$ cat src/rtl/tia_hsync_sequencer.sv
// tia_hsync_sequencer
//   Horizontal timing sequencer. A 2-bit phase counter divides the colour
//   clock by four; every time it wraps, the 57-slot horizontal counter
//   advances. Slot decodes mark the hblank/hsync/colour-burst events of a
//   228-clock scan line. RSYNC restarts the line. HMOVE strobes are held
//   until the next phase-1 horizontal clock.
//
// Ports
//   clk       : colour clock, the only clock, rising-edge active
//   reset_bar : asynchronous active-low reset
//   rsync     : one-clk strobe, restart the line at slot 0
//   hmove     : one-clk strobe, request an hmove_q pulse
//   hphi1     : phase-1 horizontal clock, high for phase 0 of each slot
//   hphi2     : phase-2 horizontal clock, high for phase 2 of each slot
//   shb       : slot 0 decode (set hblank)
//   shs       : SHS_CNT decode (set hsync)
//   rhs       : RHS_CNT decode (reset hsync)
//   rcb       : RCB_CNT decode (reset colour burst)
//   rhb       : RHB_CNT decode (reset hblank)
//   lrhb      : LRHB_CNT decode (late reset hblank)
//   cnt       : CNT_CNT decode (line centre)
//   rsynd     : high for the whole first slot after an rsync
//   hmove_q   : hmove request re-timed onto hphi1
//   hcount    : current slot number, 0..HSC_LAST

module tia_hsync_sequencer #(
  parameter int HSC_LAST = 56,
  parameter int SHS_CNT  = 4,
  parameter int RHS_CNT  = 8,
  parameter int RCB_CNT  = 12,
  parameter int RHB_CNT  = 16,
  parameter int LRHB_CNT = 18,
  parameter int CNT_CNT  = 36
) (
  input  logic       clk,
  input  logic       reset_bar,
  input  logic       rsync,
  input  logic       hmove,
  output logic       hphi1,
  output logic       hphi2,
  output logic       shb,
  output logic       shs,
  output logic       rhs,
  output logic       rcb,
  output logic       rhb,
  output logic       lrhb,
  output logic       cnt,
  output logic       rsynd,
  output logic       hmove_q,
  output logic [5:0] hcount
);

  // Every decode slot must be a real slot and no two decodes may share one.
  function automatic bit cfg_ok();
    int  slots [6];
    bit  ok;
    slots[0] = SHS_CNT;
    slots[1] = RHS_CNT;
    slots[2] = RCB_CNT;
    slots[3] = RHB_CNT;
    slots[4] = LRHB_CNT;
    slots[5] = CNT_CNT;
    ok = (HSC_LAST >= 1) && (HSC_LAST <= 63);
    for (int i = 0; i < 6; i++) begin
      if ((slots[i] < 0) || (slots[i] > HSC_LAST)) ok = 1'b0;
      for (int j = i + 1; j < 6; j++) begin
        if (slots[i] == slots[j]) ok = 1'b0;
      end
    end
    return ok;
  endfunction

  if (!cfg_ok()) begin : g_cfg_error
    $error("tia_hsync_sequencer: decode slot out of range 0..HSC_LAST or duplicated");
  end

  localparam logic [5:0] LAST_SLOT = 6'(HSC_LAST);
  localparam logic [5:0] SHS_SLOT  = 6'(SHS_CNT);
  localparam logic [5:0] RHS_SLOT  = 6'(RHS_CNT);
  localparam logic [5:0] RCB_SLOT  = 6'(RCB_CNT);
  localparam logic [5:0] RHB_SLOT  = 6'(RHB_CNT);
  localparam logic [5:0] LRHB_SLOT = 6'(LRHB_CNT);
  localparam logic [5:0] CNT_SLOT  = 6'(CNT_CNT);

  logic [1:0] phase;
  logic [1:0] phase_nxt;
  logic [5:0] hcount_nxt;
  logic       slot_end;
  logic       hmove_pend;
  logic       hmove_fire;

  // Next-state values. All registered outputs are decoded from these so
  // that they line up with the phase/hcount registers on the same edge.
  // rsync overrides the normal count and restarts slot 0 immediately, so a
  // partly elapsed slot is simply abandoned. An hmove arriving in the clk
  // that lands on phase 0 fires straight away instead of waiting a slot.
  always_comb begin
    slot_end   = (phase == 2'd3);
    phase_nxt  = rsync ? 2'd0 : phase + 2'd1;
    hcount_nxt = hcount;
    if (rsync) begin
      hcount_nxt = '0;
    end else if (slot_end) begin
      hcount_nxt = (hcount == LAST_SLOT) ? 6'd0 : hcount + 6'd1;
    end
    hmove_fire = (phase_nxt == 2'd0) && (hmove_pend || hmove);
  end

  // Counter and output registers. Reset leaves the sequencer sitting at
  // phase 0 of slot 0, so hphi1 and shb are high while reset is held.
  // rsynd is set by rsync and cleared at the natural end of the slot, which
  // stretches it across repeated rsyncs. An hmove seen in the clk that
  // issues hmove_q re-arms the pending flag for the next slot.
  always_ff @(posedge clk or negedge reset_bar) begin
    if (!reset_bar) begin
      phase      <= 2'd0;
      hcount     <= 6'd0;
      hphi1      <= 1'b1;
      hphi2      <= 1'b0;
      shb        <= 1'b1;
      shs        <= 1'b0;
      rhs        <= 1'b0;
      rcb        <= 1'b0;
      rhb        <= 1'b0;
      lrhb       <= 1'b0;
      cnt        <= 1'b0;
      rsynd      <= 1'b0;
      hmove_q    <= 1'b0;
      hmove_pend <= 1'b0;
    end else begin
      phase   <= phase_nxt;
      hcount  <= hcount_nxt;
      hphi1   <= (phase_nxt == 2'd0);
      hphi2   <= (phase_nxt == 2'd2);
      shb     <= (hcount_nxt == 6'd0);
      shs     <= (hcount_nxt == SHS_SLOT);
      rhs     <= (hcount_nxt == RHS_SLOT);
      rcb     <= (hcount_nxt == RCB_SLOT);
      rhb     <= (hcount_nxt == RHB_SLOT);
      lrhb    <= (hcount_nxt == LRHB_SLOT);
      cnt     <= (hcount_nxt == CNT_SLOT);
      if (rsync) begin
        rsynd <= 1'b1;
      end else if (slot_end) begin
        rsynd <= 1'b0;
      end
      hmove_q    <= hmove_fire;
      hmove_pend <= hmove_fire ? 1'b0 : (hmove_pend || hmove);
    end
  end

endmodule

$ cat config.mk
export PLATFORM = sky130hd
export DESIGN_NAME = tia_hsync_sequencer
export DESIGN_NICKNAME = d
export VERILOG_FILES = /design/src/rtl/tia_hsync_sequencer.sv
export SDC_FILE = /design/constraint.sdc
export NUM_CORES = 1
export LEC_CHECK = 0
export BUFFER_PORTS_ARGS = -buffer_cell sky130_fd_sc_hd__buf_2
export CAP_MARGIN = 5
export CORE_ASPECT_RATIO = 1.2
export CORE_MARGIN = 2
export CORE_UTILIZATION = 56
export CTS_CLUSTER_SIZE = 24
export DETAILED_ROUTE_END_ITERATION = 10
export PLACE_DENSITY = 0.82
export SLEW_MARGIN = 20
export SYNTH_ARGS = -nofsm -noshare
export SYNTH_HDL_FRONTEND = slang
export SYNTH_SLANG_ARGS = --single-unit
$ cat constraint.sdc
create_clock -name clk -period 2.5 [get_ports clk]
set_input_delay 0.125 -clock clk [delete_from_list [all_inputs] [get_ports clk]]
set_output_delay 0.125 -clock clk [all_outputs]
set_load 0.01 [all_outputs]
======== After elaboration in Yosys (flattened, before gate mapping) ========
Cells that the tools add are included.
storage, ports and cells
  register bits after elaboration ......... 20
  latch bits .............................. 0
  RAM bits ................................ 0
  memory bits (read-only) ................. 0
  output and inout port bits .............. 17
  memories ................................ 0
cells by class
  $add $sub $neg .......................... 2
  $mul .................................... 0
  divide/modulo/power cells ............... 0
  $lt $le $gt $ge ......................... 0
  equal/unequal tests ..................... 9
  shift-type cells ........................ 0
  muxes and demuxes ....................... 7
  bitwise operators ....................... 0
  reduce and logical (&&, ||, !) cells .... 5
operators with widths
  cell                   number
  $mux W6                3
  $eq A6 B4 Y1 const B   2
  $eq A6 B5 Y1 const B   2
  $eq A6 B6 Y1 const B   2
  $add A6 B1 Y6 const B  1
  $eq A6 B3 Y1 const B   1
  $logic_not A6 Y1       1
  $eq A2 B2 Y1 const B   2
  $mux W1                3
  $add A2 B1 Y2 const B  1
  $logic_not A2 Y1       1
  $mux W2                1
  $reduce_bool A2 Y1     1
  $logic_and A1 B1 Y1    1
  $logic_or A1 B1 Y1     1

======== Depth between registers and ports, before layout ========
Gate-level depths: netlist (run 1).
  depth after elaboration ................. 5
  mapped depth ............................ 6
  depth with buffers taken out ............ 6

======== Worst setup path before layout (run 1) ========
Ideal clock, no wire load.
  path kind ............................... register to register
  start point ............................. reg hcount[0]
  end point ............................... reg cnt
  library setup time ...................... 0.086 ns
  arrival time ............................ 1.716 ns
  data required time ...................... 2.414 ns
  slack ................................... 0.698 ns
  stages on the path, launching flop included .. 7
  buffers on the path ..................... 0
  cell sequence ........................... dfrtp_1 inv_1 ha_1 mux2i_1 nor2_1 o41a_1 nor3_1
between the ends
  longest elaborated chain between the ends .. 5
  elaborated cells on any way between the ends .. 6
  those cells by class .................... add/sub (1); eq/ne (2); mux (3)
ends and longest elaborated chain
  item                                           RTL line  RTL
  from (decl)                                    50        output logic [5:0] hcount
  from (signal assigned)                         132       hcount <= hcount_nxt;
  $add A6 B1 Y6 or $eq A6 B6 Y1 (tied branches)  104       hcount_nxt = (hcount == LAST_SLOT) ? 6'd0 : hcount + 6'd1;
  $mux W6 *                                      104
  $mux W6 *                                      103       end else if (slot_end) begin
  $mux W6 *                                      101       if (rsync) begin
  net hcount_nxt[1]                              87        logic [5:0] hcount_nxt;
  $eq A6 B6 Y1 *                                 141       cnt <= (hcount_nxt == CNT_SLOT);
  to (signal assigned)                           141
  to (decl)                                      47        output logic cnt,
Mark *: on every way through the listed nets, which the timed path passes. The rest lies on a longest branch.
A chain may end at the register's enable or synchronous reset.

======== Final worst setup path (run 1) ========
Ends and elaborated chain as after synthesis.

==> results.toml, run 1 <==
[status]
status = "finished, final reports clean"

[synthesis]
synth_xor_area_share_pct = 5.39
synth_top_family_by_area = "simple AND/OR/NAND/NOR gates"
synth_area_leader_cell = "dfrtp_1"
yosys.area_share.adder_pct = 3.85
syn_area_um2 = 975
synth-seq-cells = 20
synth_top_area_share_pct = 46.2
synth.most_common_cell = "dfrtp_1"
synth-simple-area-share_pct = 20.2
ys_warn_count = 0
synth_compound_area_share_pct = 11.3
synthFlopType = "dfrtp_1"
syn_inst = 88
yosys-top-cells-area = "dfrtp_1 (46%), dfstp_2 (5.4%), ha_1 (3.9%)"
synth_mux_area_share_pct = 1.03
yosysUniqueCellTypes = 37
synthTopCellsByCount = "dfrtp_1 (18), nor2_1 (9), inv_1 (7)"
postSynth.asyncResetShare_pct = 100
synthesis.nets = 95
yosysSeqAreaShare_pct = 51.6
synth_edf_count = 0
avgSynthCellArea_um2 = 11.1

[clock_tree]
clockBufferDepth = 2
cts.reportedPaths.clkPinSlew_ns = 0.10
cts_buffers = 3
cts_tree = "yes"
clock-sinks = 20
h-tree-depth = 1
cts.repair.resized = 0
cts_root_buf = "clkbuf_4"
clkLatencyLatePin_ns = 0.30

[grt]
grt_use_met1_pct = 22.3
antenna_found_initial = 0
grt_max_degree = 21
grt_util_met2_pct = 35.2
globalRouteOverflowTotal = 0
grtUsageTotal_pct = 19.8
grt_pass1_wl_um = 3020
grt_pass1_vias = 660
met3_usage_pct = 4.76
gr-max-usage-layer = "met2"

[floorplanning]
die_area_um2 = 2090
io_pins = 21
die_w_um = 42.1
fp.dieH_um = 49.7
rows = 16
coreArea_um2 = 1640
initial_utilization_pct = 59.4

[worst_setup_path]
slowest_delay_ns = 0.53
crit_family = "flip-flops"
worst_path_max_delay_cell = "dfrtp_1"
crit_arrival_ns = 2.21
required_ns = 2.72
cp_max_fo = 8
crit_chain = "inv_1, ha_1, mux2i_1, nor2_1, o41a_1, nor3_1"
worstSetupPathType = "flip-flop to flip-flop"
startpoint_type = "flip-flop"
cp_num_buf_inv = 1
end_kind = "flip-flop"

[routing]
drt-pass1-iter-count = 4
vias_per_cell = 5.66
drc = 0
drt.antenna.violating_nets = 0
drtIter0Drc = 6
wire_per_inst_um = 14.6
via_count = 708
routed_wl_um = 1820

[timing]
rsz0062_at_grt = "false"
setup_viol = 0
period_share_pct = 79.7
max_clock_freq_ghz = 0.502
worst_slew_pin_slew_ns = 0.452
slew_headroom_pct = 69.7
final.min_clock_period_ns = 1.99
skew_ns = 0.00701
slew_violations = 0
tns_ns = 0
hold_violations = 0

[power_and_ir_drop]
power.leakage_uw = 0.000566
worst_ir_drop_vdd_mv = 0.339
p_per_area_nw_per_um2 = 502

[cells_and_area]
area_growth_syn_to_layout_pct = 11.9
antennaDiodeCount = 0
finalNonFillerCells = 125
fin_nets = 116
drive_above_1_share_pct = 28.0
fill_cells = 131

[worst_hold_path]
hold_class = "input port to flip-flop"

[flow_run]
max_cap_violations = 0

[place]
dp_hpwl_um = 1340
io_buffers = 20
place.gp.congestion = 0.872
dpl.cell_count = 121
what timing repair did:
| action | CTS | global route |
|---|---|---|
| hold endpoints to repair | 18 | 0 |
| buffers inserted | 0 | 0 |
| hold buffers | 1 | 0 |
state kept, by name, indices dropped and copies added (netlist names):
register    count
hphi2           1
hmove_pend      1
shb             1
lrhb            1
rhs             1
hmove_q         1
shs             1
hphi1           1
rhb             1
rsynd           1
cnt             1
phase           2
hcount          6
rcb             1
power breakdown:
group / switching [uW] / total (uW) / leakage, uW / internal (uW)
combinational: 34.7 / 55.3 / 0.000290 / 20.6
clock: 90.5 / 147 / 0.0000138 / 56.2
sequential: 7.15 / 345 / 0.000262 / 338
cells in the final DEF (no fill, tap or decap), types with 2 or more instances in the layout:
| cell type | Yosys | routed |
|---|---|---|
| nor3_1 | 5 | 5 |
| clkbuf_4 | 0 | 3 |
| nand3_1 | 2 | 2 |
| dfstp_2 | 2 | 2 |
| xnor2_1 | 3 | 3 |
| ha_1 | 3 | 3 |
| buf_2 | 0 | 20 |
| nor2b_1 | 2 | 2 |
| xor2_1 | 3 | 3 |
| o21ai_0 | 2 | 2 |
| inv_1 | 7 | 7 |
| nor2_1 | 9 | 9 |
| nand2_1 | 5 | 5 |
| dfrtp_1 | 18 | 18 |
| nor4_1 | 2 | 2 |
cells by family (layout without fill, tap and decap cells):
| family | count (synthesis) | after routing |
|---|---|---|
| compound gates | 12 | 12 |
| xor+xnor | 6 | 6 |
| flops | 20 | 20 |
| buf+inv | 12 | 31 |
| mux | 1 | 1 |
| fa+ha+maj | 3 | 3 |
| simple gates | 34 | 34 |
metal layers:
layer	wire (um)	up-vias	part of all wire, %
met5	0	-	0
met4	36	0	2.0
met3	80	5	4.4
met2	964	20	53
met1	738	342	41
li1	-	341	-
stage by stage:
step           total power, uW  setup slack, ns  cell area (um^2)  hold WS, ns  utilization, %
2_1_floorplan              382            0.698               975       -0.171               -
5_1_grt                    569            0.384              1090       0.0574            66.5
3_5_place_dp               406            0.539              1060       0.0918            64.5
3_3_place_gp               403            0.568              1060       0.0808            64.5
6_report                   547            0.507              1090       0.0594            66.5
4_1_cts                    549            0.504              1090       0.0609            66.5
cell type report:
cell class	count	area, um^2	area share [%]
sequential	20	503	46.1
multi-input combinational	56	407	37.3
tap	18	22.5	2.06
timing repair buffer	21	110	10.1
inverter	7	26.3	2.41
clock buffer	3	22.5	2.06
path summary, 6_finish.rpt:
check,startpoint,to,slack [ns],cells after the start
setup / recovery,hcount[0],cnt,0.51,6
hold / removal,hmove,hmove_pend,0.06,3
setup reg to reg,hcount[0],cnt,0.51,6
hold reg to reg,hmove_pend,hmove_pend,0.49,2
max in group asynchronous,reset_bar,hphi1,1.88,2
min in group asynchronous,reset_bar,cnt,0.28,2
worst reg2reg max path, delay by kind of cell, from the launching register on:
kind | cells | cell delay (ns)
fa+ha+maj | 1 | 0.30
simple gates | 2 | 0.32
mux | 1 | 0.17
compound gates | 1 | 0.48
flops | 1 | 0.53
buf+inv | 1 | 0.12
Note: power is estimated with default switching activity, not from simulation.
==> run 2, diff against run 1 <==
--- a/config.mk
+++ b/config.mk
@@ -5,14 +5,15 @@
 export SDC_FILE = /design/constraint.sdc
 export NUM_CORES = 1
 export LEC_CHECK = 0
+export ABC_AREA = 1
 export BUFFER_PORTS_ARGS = -buffer_cell sky130_fd_sc_hd__buf_2
 export CAP_MARGIN = 5
 export CORE_ASPECT_RATIO = 1.2
 export CORE_MARGIN = 2
-export CORE_UTILIZATION = 56
+export CORE_UTILIZATION = 51
 export CTS_CLUSTER_SIZE = 24
 export DETAILED_ROUTE_END_ITERATION = 10
-export PLACE_DENSITY = 0.82
+export PLACE_DENSITY = 0.76
 export SLEW_MARGIN = 20
 export SYNTH_ARGS = -nofsm -noshare
 export SYNTH_HDL_FRONTEND = slang
==> constraint.sdc (replaced) <==
create_clock -name clk -period 1.9 [get_ports clk]
set_input_delay 0.095 -clock clk [delete_from_list [all_inputs] [get_ports clk]]
set_output_delay 0.095 -clock clk [all_outputs]
set_load 0.01 [all_outputs]
==> run 2 against run 1 <==
Effect of this change:
- synthesized area is 6.0% lower
- sequential share of layout area is 0.42 points lower
- via count is 0.56% higher
- utilization is 0.20 points lower
- clock power is 130% higher
- first-iteration DRC count is 50% higher
- critical path type unchanged
- critical endpoint is now rcb
- largest cell class unchanged
- highest routed layer unchanged
==> results.toml, run 2 <==
[clock_tree]
cts_hold_repair.buffers = 1
clockBufferDepth = 2
clock-sinks = 20
clkLatencyLatePin_ns = 0.30
cts_setup_buffers = 0
cts_buffers = 3
h-tree-depth = 1
cts_tree = "yes"
cts.repair.resized = 0
cts_root_buf = "clkbuf_4"
cts.reportedPaths.clkPinSlew_ns = 0.11

[worst_hold_path]
hold_class = "input port to flip-flop"
hold_depth = 2

[routing]
drtIter0Drc = 9
drt.antenna.violating_nets = 0
drc = 0
via_count = 712
routed_wl_um = 1700
vias_per_cell = 4.88
wire_per_inst_um = 11.7
drt-pass1-iter-count = 4

[grt]
grt_pass1_wl_um = 3060
globalRouteOverflowTotal = 0
antenna_found_initial = 0
grtUsageTotal_pct = 19.1
grt_max_degree = 21
grt_pass1_vias = 713

[synthesis]
syn_inst = 103
syn_area_um2 = 916
postSynth.asyncResetShare_pct = 100
avgSynthCellArea_um2 = 8.89
yosysSeqAreaShare_pct = 54.9
synth_mux_area_share_pct = 0
synth_edf_count = 0
synthFlopType = "dfrtp_1"
synthesis.nets = 110
synth_top_area_share_pct = 49.2
synth_area_leader_cell = "dfrtp_1"
synth.most_common_cell = "nand2_1"
synth_xor_area_share_pct = 0.956
synth-seq-cells = 20
yosys-top-cells-area = "dfrtp_1 (49%), nand2_1 (8.6%), inv_1 (7.0%)"
synth_compound_area_share_pct = 4.10
synth_top_family_by_area = "simple AND/OR/NAND/NOR gates"
yosys.area_share.adder_pct = 4.10
synth-simple-area-share_pct = 28.1
synthTopCellsByCount = "nand2_1 (21), dfrtp_1 (18), inv_1 (17), nor2_1 (17)"
ys_warn_count = 0
yosysUniqueCellTypes = 20

[floorplanning]
rows = 16
die_w_um = 42.7
coreArea_um2 = 1660
initial_utilization_pct = 55.1
die_area_um2 = 2150
io_pins = 21
fp.dieH_um = 50.4

[worst_setup_path]
cp_num_buf_inv = 0
timing.critical_path.mode_cell = "nand2_1"
crit_arrival_ns = 1.79
slowest_delay_ns = 0.37
cp_num_cells = 8
worst_path_max_delay_cell = "dfrtp_1"
worstSetupPathType = "flip-flop to flip-flop"
ff2ff_path_depth = 8
crit_family = "simple AND/OR/NAND/NOR gates"
startpoint_type = "flip-flop"
crit_chain = "ha_1, nand2_1, nor2_2, nand2_1, nand2_1, nand2_2, a21oi_2, nor2_1"
cp_max_fo = 6
required_ns = 2.09
end_kind = "flip-flop"

[place]
io_buffers = 20
place.gp.congestion = 0.825
dp_hpwl_um = 1350
pre_cts_ws_ns = 0.341
dpl.cell_count = 141

[timing]
period_share_pct = 84.0
tns_ns = 0
slew_headroom_pct = 71.6
max_clock_freq_ghz = 0.627
rsz0062_at_grt = "false"
hold_violations = 0
hold_slack_ns = 0.0172
setup_ws_ns = 0.304
final.min_clock_period_ns = 1.60
setup_viol = 0
slew_violations = 0
skew_ns = 0.00284
worst_slew_pin_slew_ns = 0.427

[cells_and_area]
finalNonFillerCells = 146
layout_commonest_cell = "nand2_1"
final_cell_mix = "nand2_1 (21), buf_2 (20), dfrtp_1 (18)"
fin_nets = 136
largest_register_ffs = 6
antennaDiodeCount = 0
area_growth_syn_to_layout_pct = 20.2
reg.largest.list = "hcount x6, phase x2"
regArea_um2 = 503
top_register = "hcount"
drive_above_1_share_pct = 31.3
multi_input_area_um2 = 342
fill_cells = 149

[flow_run]
max_cap_violations = 0

[status]
status = "finished, final reports clean"

[power_and_ir_drop]
power.leakage_uw = 0.000642
p_per_area_nw_per_um2 = 799
worst_ir_drop_vdd_mv = 0.606
==> run 2: kinds of logic (layout without fill, tap and decap cells) <==
kind of cell	after synthesis	in the layout
XOR/XNOR	1	1
buffers and inverters	19	44
AND/OR/NAND/NOR	54	54
adder cells (fa/ha/maj)	3	3
AO/OA/AOI/OAI	6	6
flip-flops	20	20
==> run 2: path summary, 6_finish.rpt <==
kind / startpoint / end / slack [ns]
setup / recovery: phase[0] / rcb / 0.30
hold / removal: rsync / hphi2 / 0.02
setup reg to reg: phase[0] / rcb / 0.30
hold reg to reg: phase[0] / phase[0] / 0.49
max in group asynchronous: reset_bar / shb / 1.31
min in group asynchronous: reset_bar / hphi2 / 0.25
==> run 2: power breakdown <==
| group | switching [uW] | internal, uW |
|---|---|---|
| clock network | 128 | 213 |
| registers | 7.98 | 448 |
| logic | 54.6 | 28.1 |
==> run 2: per-layer routing <==
metal | vias to the layer above | global-route usage (%) | wire length, um
met5 | - | 0 | 0
li1 | 360 | - | -
met4 | 0 | 6.25 | 14
met1 | 333 | 22.9 | 685
met3 | 2 | 3.24 | 56
met2 | 17 | 34.1 | 948
==> run 2: final cells by class <==
| class | count | area share [%] |
|---|---|---|
| inverter | 19 | 6.48 |
| clock inverter | 1 | 2.73 |
| multi-input combinational | 64 | 31.0 |
| tap | 18 | 2.05 |
| sequential | 20 | 45.7 |
| timing repair buffer | 21 | 10.0 |
| clock buffer | 3 | 2.05 |
==> run 2: through the flow <==
stage	area, um^2	power, uW	utilization [%]
3_3_place_gp	1040	543	62.5
2_1_floorplan	916	512	-
4_1_cts	1100	886	66.3
3_5_place_dp	1040	546	62.5
6_report	1100	880	66.3
5_1_grt	1100	919	66.3
==> run 3, diff against run 2 <==
--- a/config.mk
+++ b/config.mk
@@ -10,10 +10,10 @@
 export CAP_MARGIN = 5
 export CORE_ASPECT_RATIO = 1.2
 export CORE_MARGIN = 2
-export CORE_UTILIZATION = 51
+export CORE_UTILIZATION = 46
 export CTS_CLUSTER_SIZE = 24
 export DETAILED_ROUTE_END_ITERATION = 10
-export PLACE_DENSITY = 0.76
+export PLACE_DENSITY = 0.72
 export SLEW_MARGIN = 20
 export SYNTH_ARGS = -nofsm -noshare
 export SYNTH_HDL_FRONTEND = slang
==> constraint.sdc (replaced) <==
create_clock -name clk -period 1.4 [get_ports clk]
set_input_delay 0.07 -clock clk [delete_from_list [all_inputs] [get_ports clk]]
set_output_delay 0.07 -clock clk [all_outputs]
set_load 0.01 [all_outputs]
==> run 3 against run 2 <==
Effect of this change:
- flip-flop and latch count did not move
- clock power fell by 5%
- combinational power rose by 96%
- largest power group unchanged
- non-clock buffer count rose by 11
- sequential power rose by 36%
- routed wire length rose by 22%
- the flow now finishes with violations (setup timing)
==> results.toml, run 3 (synthesized netlist as in run 2, its figures left out) <==
[grt]
grtUsageTotal_pct = 19.2
grt_pass1_wl_um = 3190
antenna_found_initial = 0
grt_max_degree = 21
grt_pass1_vias = 763
globalRouteOverflowTotal = 0

[timing]
slew_violations = 0
hold_violations = 0
final.min_clock_period_ns = 1.43
setup_viol = 7
setup_ws_ns = -0.0327
worst_slew_pin_slew_ns = 0.415
rsz0062_at_grt = "true"
period_share_pct = 102
slew_headroom_pct = 72.3
max_clock_freq_ghz = 0.698
skew_ns = 0.00484

[floorplanning]
fp.dieH_um = 52.9
initial_utilization_pct = 49.5
coreArea_um2 = 1850
die_area_um2 = 2370
rows = 17
die_w_um = 44.7
io_pins = 21

[place]
io_buffers = 20
place.gp.congestion = 0.809
pre_cts_ws_ns = -0.0882
dpl_cell_area_um2 = 1080
dp_hpwl_um = 1360

[worst_hold_path]
min_to = "hmove_pend"
hold_class = "input port to flip-flop"
holdCritStartpoint = "hmove"
hold_depth = 3

[flow_run]
max_cap_violations = 0

[worst_setup_path]
cp_max_fo = 5
slowest_delay_ns = 0.43
reg2reg_slack_ns = -0.03
crit_family = "simple AND/OR/NAND/NOR gates"
crit_arrival_ns = 1.67
ff2ff_path_depth = 10
timing.critical_path.mode_cell = "inv_4"
startpoint_type = "flip-flop"
worstSetupPathType = "flip-flop to flip-flop"
worst_path_max_delay_cell = "dfrtp_1"
cp_num_buf_inv = 3
crit_chain = "inv_2, ha_4, inv_4, nor2_4, nand3_4, nand2_8, inv_4, o21ai_2, nand2_1, nor2_1"
timing.rr.start = "hcount[1]"
required_ns = 1.63
end_kind = "flip-flop"
r2r_end = "shb"

[clock_tree]
clock-sinks = 20
cts.reportedPaths.clkPinSlew_ns = 0.11
h-tree-depth = 1
cts_tree = "yes"
cts_buffers = 3
clkLatencyLatePin_ns = 0.30
cts_root_buf = "clkbuf_4"
clockBufferDepth = 2

[status]
failed_checks = "setup timing"
status = "finished, violations left"

[cells_and_area]
finish.utilization_pct = 71.1
final_cell_mix = "buf_2 (20), dfrtp_1 (17), nand2_1 (13)"
layout_commonest_cell = "buf_2"
largest_register_ffs = 6
area_growth_syn_to_layout_pct = 43.7
antennaDiodeCount = 0
reg.largest.list = "hcount x6, phase x2"
drive_above_1_share_pct = 54.0
top_register = "hcount"
fin_nets = 147
fill_cells = 133
stdcell_area_um2 = 1320

[routing]
via_count = 795
drt.antenna.violating_nets = 0
wire_per_inst_um = 13.2
vias_per_cell = 5.03
drc = 0
drt-pass1-iter-count = 4
drtIter0Drc = 7
routed_wl_um = 2080

[power_and_ir_drop]
power.leakage_uw = 0.000708
total_power_uw = 1110
p_per_area_nw_per_um2 = 842
worst_ir_drop_vdd_mv = 0.925
-- run 3: cell count changes in the layout (fill, tap and decap cells not counted), sizes merged --
cell         change
buf             +10
dlygate4sd3      +1
clkbuf           +1
bufinv           -1
-- run 3: timing repair --
item | 4_1_cts | 5_1_grt
hold endpoints to repair | 20 | 0
gates resized for setup | 4 | 38
setup endpoints to repair | 7 | 11
pin swaps | 6 | 18
setup buffers | 4 | 2
hold buffers | 2 | 0
-- run 3: power by group --
| part | internal (uW) | total, uW | switching (uW) | leakage (uW) |
|---|---|---|---|---|
| sequential | 608 | 622 | 13.4 | 0.000260 |
| combinational | 67.1 | 162 | 94.7 | 0.000428 |
| clock | 159 | 324 | 166 | 0.0000210 |
| total | 834 | 1110 | 274 | 0.000708 |
-- run 3: metrics by stage --
| stage | setup TNS [ns] | instances | hold slack, ns |
|---|---|---|---|
| finish | -0.161 | 158 | 0.0388 |
| global route | -0.724 | 158 | 0.0484 |
| CTS | -0.295 | 157 | 0.0439 |
| detailed placement | -0.295 | 147 | 0.0333 |
| global placement | -0.0287 | 147 | 0.0281 |
| floorplan | 0 | 103 | -0.226 |
-- run 3: routing by layer --
metal	GRT usage [%]	up-vias	wire, um
met5	0	-	0
met4	9.09	0	65
met3	2.05	8	90
met2	34.5	25	1100
met1	22.2	379	826
li1	-	383	-
-- run 3: worst max path at each step --
stage,start,end,slack (ns),cells past startpoint
floorplan,hcount[0],rhs,0.04,11
global placement,phase[0],rhs,-0.02,9
detailed placement,phase[0],rhs,-0.09,8
CTS,hcount[0],rhs,-0.05,10
global route,hcount[0],lrhb,-0.12,7
finish,hcount[1],shb,-0.03,10
-- run 3: layout make-up --
type,count,area [um^2],share of cell area (%)
timing repair buffer,32,206,15.7
tap,19,23.8,1.81
multi-input combinational,64,469,35.6
inverter,19,76.3,5.80
clock buffer,4,36.3,2.76
sequential,20,504,38.3
-- run 3: tightest hold or removal path: cells and delay by family --
family	cells	cell delay, ns
buffers and inverters	1	0.08
AND/OR/NAND/NOR	2	0.15
